==> config.mk <==
export PLATFORM = sky130hd
export DESIGN_NAME = rd_window_sched
export DESIGN_NICKNAME = d
export VERILOG_FILES = /design/src/rtl/mem_ctrl_pkg.sv /design/src/rtl/tag_pipe.sv /design/src/rtl/rd_window_sched.sv
export SDC_FILE = /design/constraint.sdc
export NUM_CORES = 1
export LEC_CHECK = 0
export BUFFER_PORTS_ARGS = -buffer_cell sky130_fd_sc_hd__buf_2
export CAP_MARGIN = 20
export CORE_ASPECT_RATIO = 1.75
export CORE_MARGIN = 1
export CORE_UTILIZATION = 39
export CTS_BUF_LIST = sky130_fd_sc_hd__clkbuf_4 sky130_fd_sc_hd__clkbuf_8
export DETAILED_ROUTE_END_ITERATION = 8
export PLACE_DENSITY = 0.66
export SLEW_MARGIN = 0
export SYNTH_ARGS = -nofsm -noshare
export SYNTH_HDL_FRONTEND = slang
export SYNTH_SLANG_ARGS = --single-unit
==> constraint.sdc <==
create_clock -name clk -period 4.6 [get_ports clk]
set_clock_uncertainty 0.1 [all_clocks]
set_input_delay 1.38 -clock clk [delete_from_list [all_inputs] [get_ports clk]]
set_output_delay 1.38 -clock clk [all_outputs]
set_load 0.1 [all_outputs]
==> src/rtl/mem_ctrl_pkg.sv <==
// Shared memory-controller definitions: burst-length codes, CAS latency floor
// and the read-window burst engine state type.
package mem_ctrl_pkg;

    localparam logic [1:0] BL1 = 2'd0;
    localparam logic [1:0] BL2 = 2'd1;
    localparam logic [1:0] BL4 = 2'd2;
    localparam logic [1:0] BL8 = 2'd3;

    localparam logic [2:0] CL_MIN = 3'd2;

    typedef enum logic {
        ST_IDLE,
        ST_BURST
    } burst_state_t;

    function automatic logic [3:0] bl_beats(input logic [1:0] code);
        logic [3:0] beats;
        case (code)
            BL1:     beats = 4'd1;
            BL2:     beats = 4'd2;
            BL4:     beats = 4'd4;
            default: beats = 4'd8;
        endcase
        return beats;
    endfunction

endpackage

==> src/rtl/tag_pipe.sv <==
// Read tag latency pipeline: MAX_LAT stages of {valid, tag} with a
// selectable tap; an entry is retired as it shifts past the tap stage.
module tag_pipe #(
    parameter int TAG_W   = 4,
    parameter int MAX_LAT = 7
) (
    input  logic             clk,
    input  logic             rst,
    input  logic             in_valid,
    input  logic [TAG_W-1:0] in_tag,
    input  logic [2:0]       sel,
    output logic             tap_valid,
    output logic [TAG_W-1:0] tap_tag,
    output logic             busy
);

    logic             vld [1:MAX_LAT];
    logic [TAG_W-1:0] tg  [1:MAX_LAT];

    // Retiring at the tap keeps consumed reads from reappearing if CL is
    // raised later, and lets "busy" mean "reads still waiting for their tap".
    always_ff @(posedge clk or posedge rst) begin
        if (rst) begin
            for (int i = 1; i <= MAX_LAT; i++) begin
                vld[i] <= 1'b0;
                tg[i]  <= '0;
            end
        end else begin
            vld[1] <= in_valid;
            tg[1]  <= in_tag;
            for (int i = 2; i <= MAX_LAT; i++) begin
                vld[i] <= vld[i-1] && (int'(sel) != i - 1);
                tg[i]  <= tg[i-1];
            end
        end
    end

    always_comb begin
        tap_valid = 1'b0;
        tap_tag   = '0;
        busy      = 1'b0;
        for (int i = 1; i <= MAX_LAT; i++) begin
            busy = busy | vld[i];
            if (i == int'(sel)) begin
                tap_valid = vld[i];
                tap_tag   = tg[i];
            end
        end
    end

endmodule

==> src/rtl/rd_window_sched.sv <==
// Read-data window scheduler: opens the DQ capture window CAS-latency cycles
// after each READ and tells the sequencer when reads/writes may issue.
module rd_window_sched
    import mem_ctrl_pkg::*;
#(
    parameter int TAG_W   = 4,
    parameter int MAX_LAT = 7
) (
    input  logic             clk,
    input  logic             rst,
    input  logic [2:0]       cfg_cl,
    input  logic [1:0]       cfg_bl,
    input  logic             rd_issue,
    input  logic [TAG_W-1:0] rd_tag,
    input  logic             err_clr,
    output logic             rd_ok,
    output logic             wr_ok,
    output logic             cap_en,
    output logic [TAG_W-1:0] cap_tag,
    output logic [2:0]       cap_beat,
    output logic             cap_last,
    output logic             err_overlap
);

    burst_state_t     state;
    logic [2:0]       act_cl;
    logic [1:0]       act_bl;
    logic [2:0]       spacing;
    logic             turn;
    logic             pipe_busy;
    logic             tap_valid;
    logic [TAG_W-1:0] tap_tag;
    logic             idle;
    logic             accept;
    logic             reject;
    logic [2:0]       cl_sane;
    logic [1:0]       bl_use;
    logic [2:0]       last_beat;
    logic [2:0]       last_beat_use;

    assign idle    = !pipe_busy && (state == ST_IDLE) && !turn;
    assign rd_ok   = (spacing == 3'd0);
    assign wr_ok   = idle;
    assign accept  = rd_issue && rd_ok;
    assign reject  = rd_issue && !rd_ok;
    assign cl_sane = (cfg_cl < CL_MIN || int'(cfg_cl) > MAX_LAT) ? CL_MIN : cfg_cl;

    // A read issued in an idle cycle is governed by the config latched on
    // that same edge, so its spacing must use the incoming burst length.
    assign bl_use        = idle ? cfg_bl : act_bl;
    assign last_beat     = 3'(bl_beats(act_bl) - 4'd1);
    assign last_beat_use = 3'(bl_beats(bl_use) - 4'd1);

    tag_pipe #(
        .TAG_W   (TAG_W),
        .MAX_LAT (MAX_LAT)
    ) u_tag_pipe (
        .clk       (clk),
        .rst       (rst),
        .in_valid  (accept),
        .in_tag    (rd_tag),
        .sel       (act_cl - 3'd1),
        .tap_valid (tap_valid),
        .tap_tag   (tap_tag),
        .busy      (pipe_busy)
    );

    always_ff @(posedge clk or posedge rst) begin
        if (rst) begin
            act_cl      <= CL_MIN;
            act_bl      <= BL1;
            spacing     <= 3'd0;
            turn        <= 1'b0;
            err_overlap <= 1'b0;
        end else begin
            if (idle) begin
                act_cl <= cl_sane;
                act_bl <= cfg_bl;
            end
            if (accept) begin
                spacing <= last_beat_use;
            end else if (spacing != 3'd0) begin
                spacing <= spacing - 3'd1;
            end
            turn <= cap_en && cap_last;
            if (reject) begin
                err_overlap <= 1'b1;
            end else if (err_clr) begin
                err_overlap <= 1'b0;
            end
        end
    end

    // Burst engine; a tap hit on the final beat chains the next burst gap-free.
    always_ff @(posedge clk or posedge rst) begin
        if (rst) begin
            state    <= ST_IDLE;
            cap_en   <= 1'b0;
            cap_tag  <= '0;
            cap_beat <= 3'd0;
            cap_last <= 1'b0;
        end else begin
            case (state)
                ST_IDLE: begin
                    if (tap_valid) begin
                        state    <= ST_BURST;
                        cap_en   <= 1'b1;
                        cap_tag  <= tap_tag;
                        cap_beat <= 3'd0;
                        cap_last <= (last_beat == 3'd0);
                    end else begin
                        cap_en   <= 1'b0;
                        cap_last <= 1'b0;
                    end
                end
                ST_BURST: begin
                    if (cap_last) begin
                        if (tap_valid) begin
                            cap_en   <= 1'b1;
                            cap_tag  <= tap_tag;
                            cap_beat <= 3'd0;
                            cap_last <= (last_beat == 3'd0);
                        end else begin
                            state    <= ST_IDLE;
                            cap_en   <= 1'b0;
                            cap_beat <= 3'd0;
                            cap_last <= 1'b0;
                        end
                    end else begin
                        cap_beat <= cap_beat + 3'd1;
                        cap_last <= (cap_beat + 3'd1 == last_beat);
                    end
                end
                default: begin
                    state  <= ST_IDLE;
                    cap_en <= 1'b0;
                end
            endcase
        end
    end

endmodule

Yosys cells after proc, flatten, opt, wreduce, memory -nomap -nowiden

Cells that the tools add are included.
W data, S select, Z words.

$add $sub $neg: 5
Magnitude comparators: 1
Equality and inequality tests: 20
Multiplexer cells: 36
Bitwise operators: 7
Reduce and logical (&&, ||, !) cells: 21

Operator list:

| kind                  | count |
|---|---|
| $mux W4               | 9 |
| $pmux W3 S3           | 2 |
| $mux W3               | 5 |
| $mux W1               | 14 |
| $eq A3 B3 Y1 const A  | 4 |
| $ne A3 B3 Y1 const B  | 4 |
| $sub A3 B1 Y3 const B | 4 |
| $logic_and A1 B1 Y1   | 11 |
| $pmux W4 S2           | 1 |
| $eq A2 B3 Y1 const A  | 2 |
| $logic_not A3 Y1      | 2 |
| $ne A3 B2 Y1 const B  | 2 |
| $or A1 B1 Y1          | 6 |
| $pmux W1 S2           | 3 |
| $pmux W3 S2           | 1 |
| $eq A2 B1 Y1 const B  | 2 |
| $eq A2 B2 Y1 const B  | 2 |
| $logic_not A2 Y1      | 2 |
| $ne A2 B2 Y1 const B  | 2 |
| $reduce_bool A2 Y1    | 2 |
| $add A3 B1 Y3 const B | 1 |
| $eq A1 B3 Y1 const A  | 1 |
| $eq A3 B3 Y1          | 1 |
| $logic_not A1 Y1      | 3 |
| 4 further kinds       | 4 |

Flip-flop bits (word level): 55

Longest topological paths before layout

Depth in word-level cells: 14
Depth in mapped cells: 10
Mapped depth without buffers: 9

Cells and area by module

A second synthesis with hierarchy kept.

Cells, all modules: 174
Area total of the unflattened synthesis: 2,242.2 um^2

Modules (own cells, without submodules):

| module          | times used | cells an instance | area an instance (um^2) | sequential area each (um^2) |
|---|---|---|---|---|
| tag_pipe        | 1          | 84                | 1,262.5                 | 875.8 |
| rd_window_sched | 1          | 90                | 979.7                   | 501.7 |

Worst setup path after synthesis

OpenSTA, ideal clock, no wires.

Kind: register to register
Start point: register spacing[0]
End point: register spacing[2]
Library setup time: 121 ps
Arrival time: 4,003 ps
Slack: 377 ps
Cell stages (with the launch flop): 8
Period minus slack after synthesis: 4,223 ps
Cell sequence: dfrtp_1 > nor3_1 > and2_1 > a21oi_1 > ha_1 > or2_2 > a311o_1 > o211a_1

Longest elaborated chain between the ends: 3

RTL lines:

| what                                          | line                  | source |
|---|---|---|
| start: declaration                            | rd_window_sched.sv:28 | `logic [2:0] spacing;` |
| start signal: assignment                      | rd_window_sched.sv:81 | `spacing <= last_beat_use;` |
| start signal: assignment                      | rd_window_sched.sv:83 | `spacing <= spacing - 3'd1;` |
| $logic_not A3 Y1 *                            | rd_window_sched.sv:42 | `assign rd_ok = (spacing == 3'd0);` |
| net rd_ok                                     | rd_window_sched.sv:16 | `output logic rd_ok,` |
| $logic_and A1 B1 Y1 *                         | rd_window_sched.sv:44 | `assign accept = rd_issue && rd_ok;` |
| net accept                                    | rd_window_sched.sv:34 | `logic accept;` |
| $mux W3 or $reduce_bool A2 Y1 (tied branches) | --                    |  |

The timed path passes the listed nets; every way through them passes the cells marked *. The select of a mux whose other input is x is not followed.
A chain may end at the register's enable or synchronous reset.

Final worst setup path

Start point: register u_tag_pipe.vld[2] (netlist name)
End point: output wr_ok

Longest elaborated chain between the ends: 6

RTL lines:

| what                              | line                  | source |
|---|---|---|
| start: declaration                | tag_pipe.sv:17        | `logic vld [1:MAX_LAT];` |
| start signal: indexed assignment  | tag_pipe.sv:32        | `vld[i] <= vld[i-1] && (int'(sel) != i - 1);` |
| $or A1 B1 Y1 (3 in series)        | tag_pipe.sv:43        | `busy = busy \| vld[i];` |
| $logic_not A1 Y1                  | rd_window_sched.sv:41 | `assign idle = !pipe_busy && (state == ST_IDLE) && !turn;` |
| $logic_and A1 B1 Y1 (2 in series) | rd_window_sched.sv:41 |  |
| end: declaration                  | rd_window_sched.sv:17 | `output logic wr_ok,` |

No other way between the ends.

==> results.json <==
{
  "finalCriticalPeriod_ps": 3313,
  "syn_inst": 192,
  "die_w_um": 59.70,
  "drc": 0,
  "grt_setup_unrepaired": "no",
  "slew_viol_final": 0,
  "routedWlPerCell_um": 14.20,
  "port_buffers": 24,
  "routed_via_density": 5.221,
  "dieArea_sq_um": 6148,
  "ant_nets": 0,
  "gp_congestion": 0.7605,
  "async_reset_ff_frac": 1.000,
  "grt_usage": 0.1488,
  "holdBufCountCts": 0,
  "startpoint_type": "register",
  "synth_seq_cells": 55,
  "postCtsSetupBuffers": 0,
  "fin_setup_tns_ps": 0,
  "overflow": 0,
  "cts-root-buf": "clkbuf_8",
  "fin_crit_sh": 0.7203,
  "antenna_found_initial": 0,
  "clockBufferDepth": 2,
  "synth-edff-count": 0,
  "grt_pass1_wl_mm": 6.865,
  "synthFlopType": "dfrtp_1",
  "worstSetupPathType": "reg2out",
  "cts_max_level": 2,
  "synth-seq-area-share": 0.6063,
  "outcome": "complete, no violations",
  "worstSkewPairLatency_ps": 310,
  "synth.avg_cell_area_sq_um": 11.83,
  "antenna_cells": 0,
  "routed_wl_mm": 4.176,
  "worstMarginPinSlew_ps": 919.4,
  "pin_count": 25,
  "cp-end-kind": "output pin",
  "die_y_um": 103.0,
  "cts_resized": 0,
  "synth-warning-count": 0,
  "final_common_cell": "dfrtp_1",
  "hold_viol": 0,
  "rows": 36,
  "clkSinkCount": 55,
  "mostFrequentLayoutCells": "dfrtp_1, buf_2, nand2_1, inv_1",
  "numCtsBuffers": 5,
  "drive_above_1_share": 0.2248,
  "num_vias": 1535,
  "maxCapViolCount": 0,
  "setup_viol": 0,
  "syn_nets": 207,
  "cp.required_ps": 3120,
  "drtIter0Drc": 43,
  "crit_fanout": 12,
  "clk_pin_slew_ps": 100,
  "grt_pass1_vias": 1504,
  "syn2layout_area_growth_pct": 12.28,
  "initial_core_util": 0.4068,
  "dp_hpwl_mm": 3.007,
  "fmax_ghz": 0.3018,
  "fillCellCount": 567,
  "grt_max_degree": 35,
  "tritoncts": "done",
  "ys_types": 48,
  "design.core.area_sq_um": 5585,
  "netlist_area_sq_um": 2272,
  "relSlewSlack": 0.3871,
  "min_path_type": "reg2reg",
  "dr.pass1.iters": 4,
  "fin_nets": 232,
  "worst_ep_arrival_time_ps": 1830
}
## cell usage after synthesis, types with 4 or more instances
| master | count | area [sq um] |
|---|---|---|
| a21o_1 | 4 | 30.03 |
| a21oi_1 | 8 | 40.04 |
| a311oi_1 | 4 | 35.03 |
| and2_1 | 4 | 25.02 |
| and3_1 | 4 | 25.02 |
| dfrtp_1 | 54 | 1351 |
| inv_1 | 10 | 37.54 |
| mux2_2 | 8 | 90.09 |
| nand2_1 | 10 | 37.54 |
| nand2b_1 | 8 | 50.05 |
| nor2_1 | 7 | 26.28 |
| nor3b_1 | 5 | 37.54 |
| nor4_1 | 5 | 31.28 |
| o21ai_0 | 6 | 30.03 |
| o22ai_1 | 6 | 37.54 |
## state kept, by name, summed over array words and instances (netlist names)
register,cells
turn,1
state,1
act_cl,3
cap_en,1
cap_last,1
cap_tag,4
cap_beat,3
spacing,3
act_bl,2
u_tag_pipe.tg,28
u_tag_pipe.vld,7
err_overlap,1
## cell type report
type,instances,area [sq um],share of cell area
clock buffers,7,83.83,0.03286
flip-flops and latches,55,1378,0.5400
inverters,11,41.29,0.01618
multi-input cells,118,810.8,0.3178
repair buffers,26,135.1,0.05297
clock inverters,1,7.507,0.002943
well taps,76,95.09,0.03727
## layer usage
layer / vias up / share of wire / global-route usage
li1: 750 / - / -
met5: - / 0 / 0
met3: 7 / 0.020 / 0.03011
met1: 761 / 0.41 / 0.1646
met2: 17 / 0.55 / 0.2709
met4: 0 / 0.022 / 0.05725
## kinds of logic after synthesis
logic type      after synthesis  synth area share
simple gates                 59            0.1514
flops                        55            0.6063
compound gates               47            0.1465
buf+inv                      19           0.03689
mux                           9           0.04405
fa+ha+maj                     2           0.01101
xor+xnor                      1          0.003855
## worst paths after layout
path / start / to / slack, ps / depth (start not counted)
max in group asynchronous: rst / u_tag_pipe.tg[26] / 2590 / 3
hold reg to reg: u_tag_pipe.tg[11] / u_tag_pipe.tg[7] / 260 / 0
min in group asynchronous: rst / cap_beat[2] / 1050 / 2
setup / recovery: u_tag_pipe.vld[2] / wr_ok / 1290 / 5
hold / removal: u_tag_pipe.tg[11] / u_tag_pipe.tg[7] / 260 / 0
setup reg to reg: u_tag_pipe.vld[2] / spacing[2] / 2120 / 9
## critical path: stages (launching register included)
cell	delay [ps]
dfrtp_1	410
nor4_1	340
nand3_1	110
buf_4	190
inv_1	50
buf_2	410
## per-stage QoR
stage	instance area, sq um	setup WS (ps)	util	hold WS, ps	cells
2_1_floorplan	2272	376.8	-	245.6	192
3_3_place_gp	2460	1637	0.4404	254.0	286
3_5_place_dp	2460	1609	0.4404	255.6	286
4_1_cts	2551	1262	0.4568	272.8	294
5_1_grt	2551	1148	0.4568	284.7	294
6_report	2551	1287	0.4568	264.4	294
Power is not shown: default switching activity piles up to over one toggle a cycle in this logic, so the estimate is an artifact.
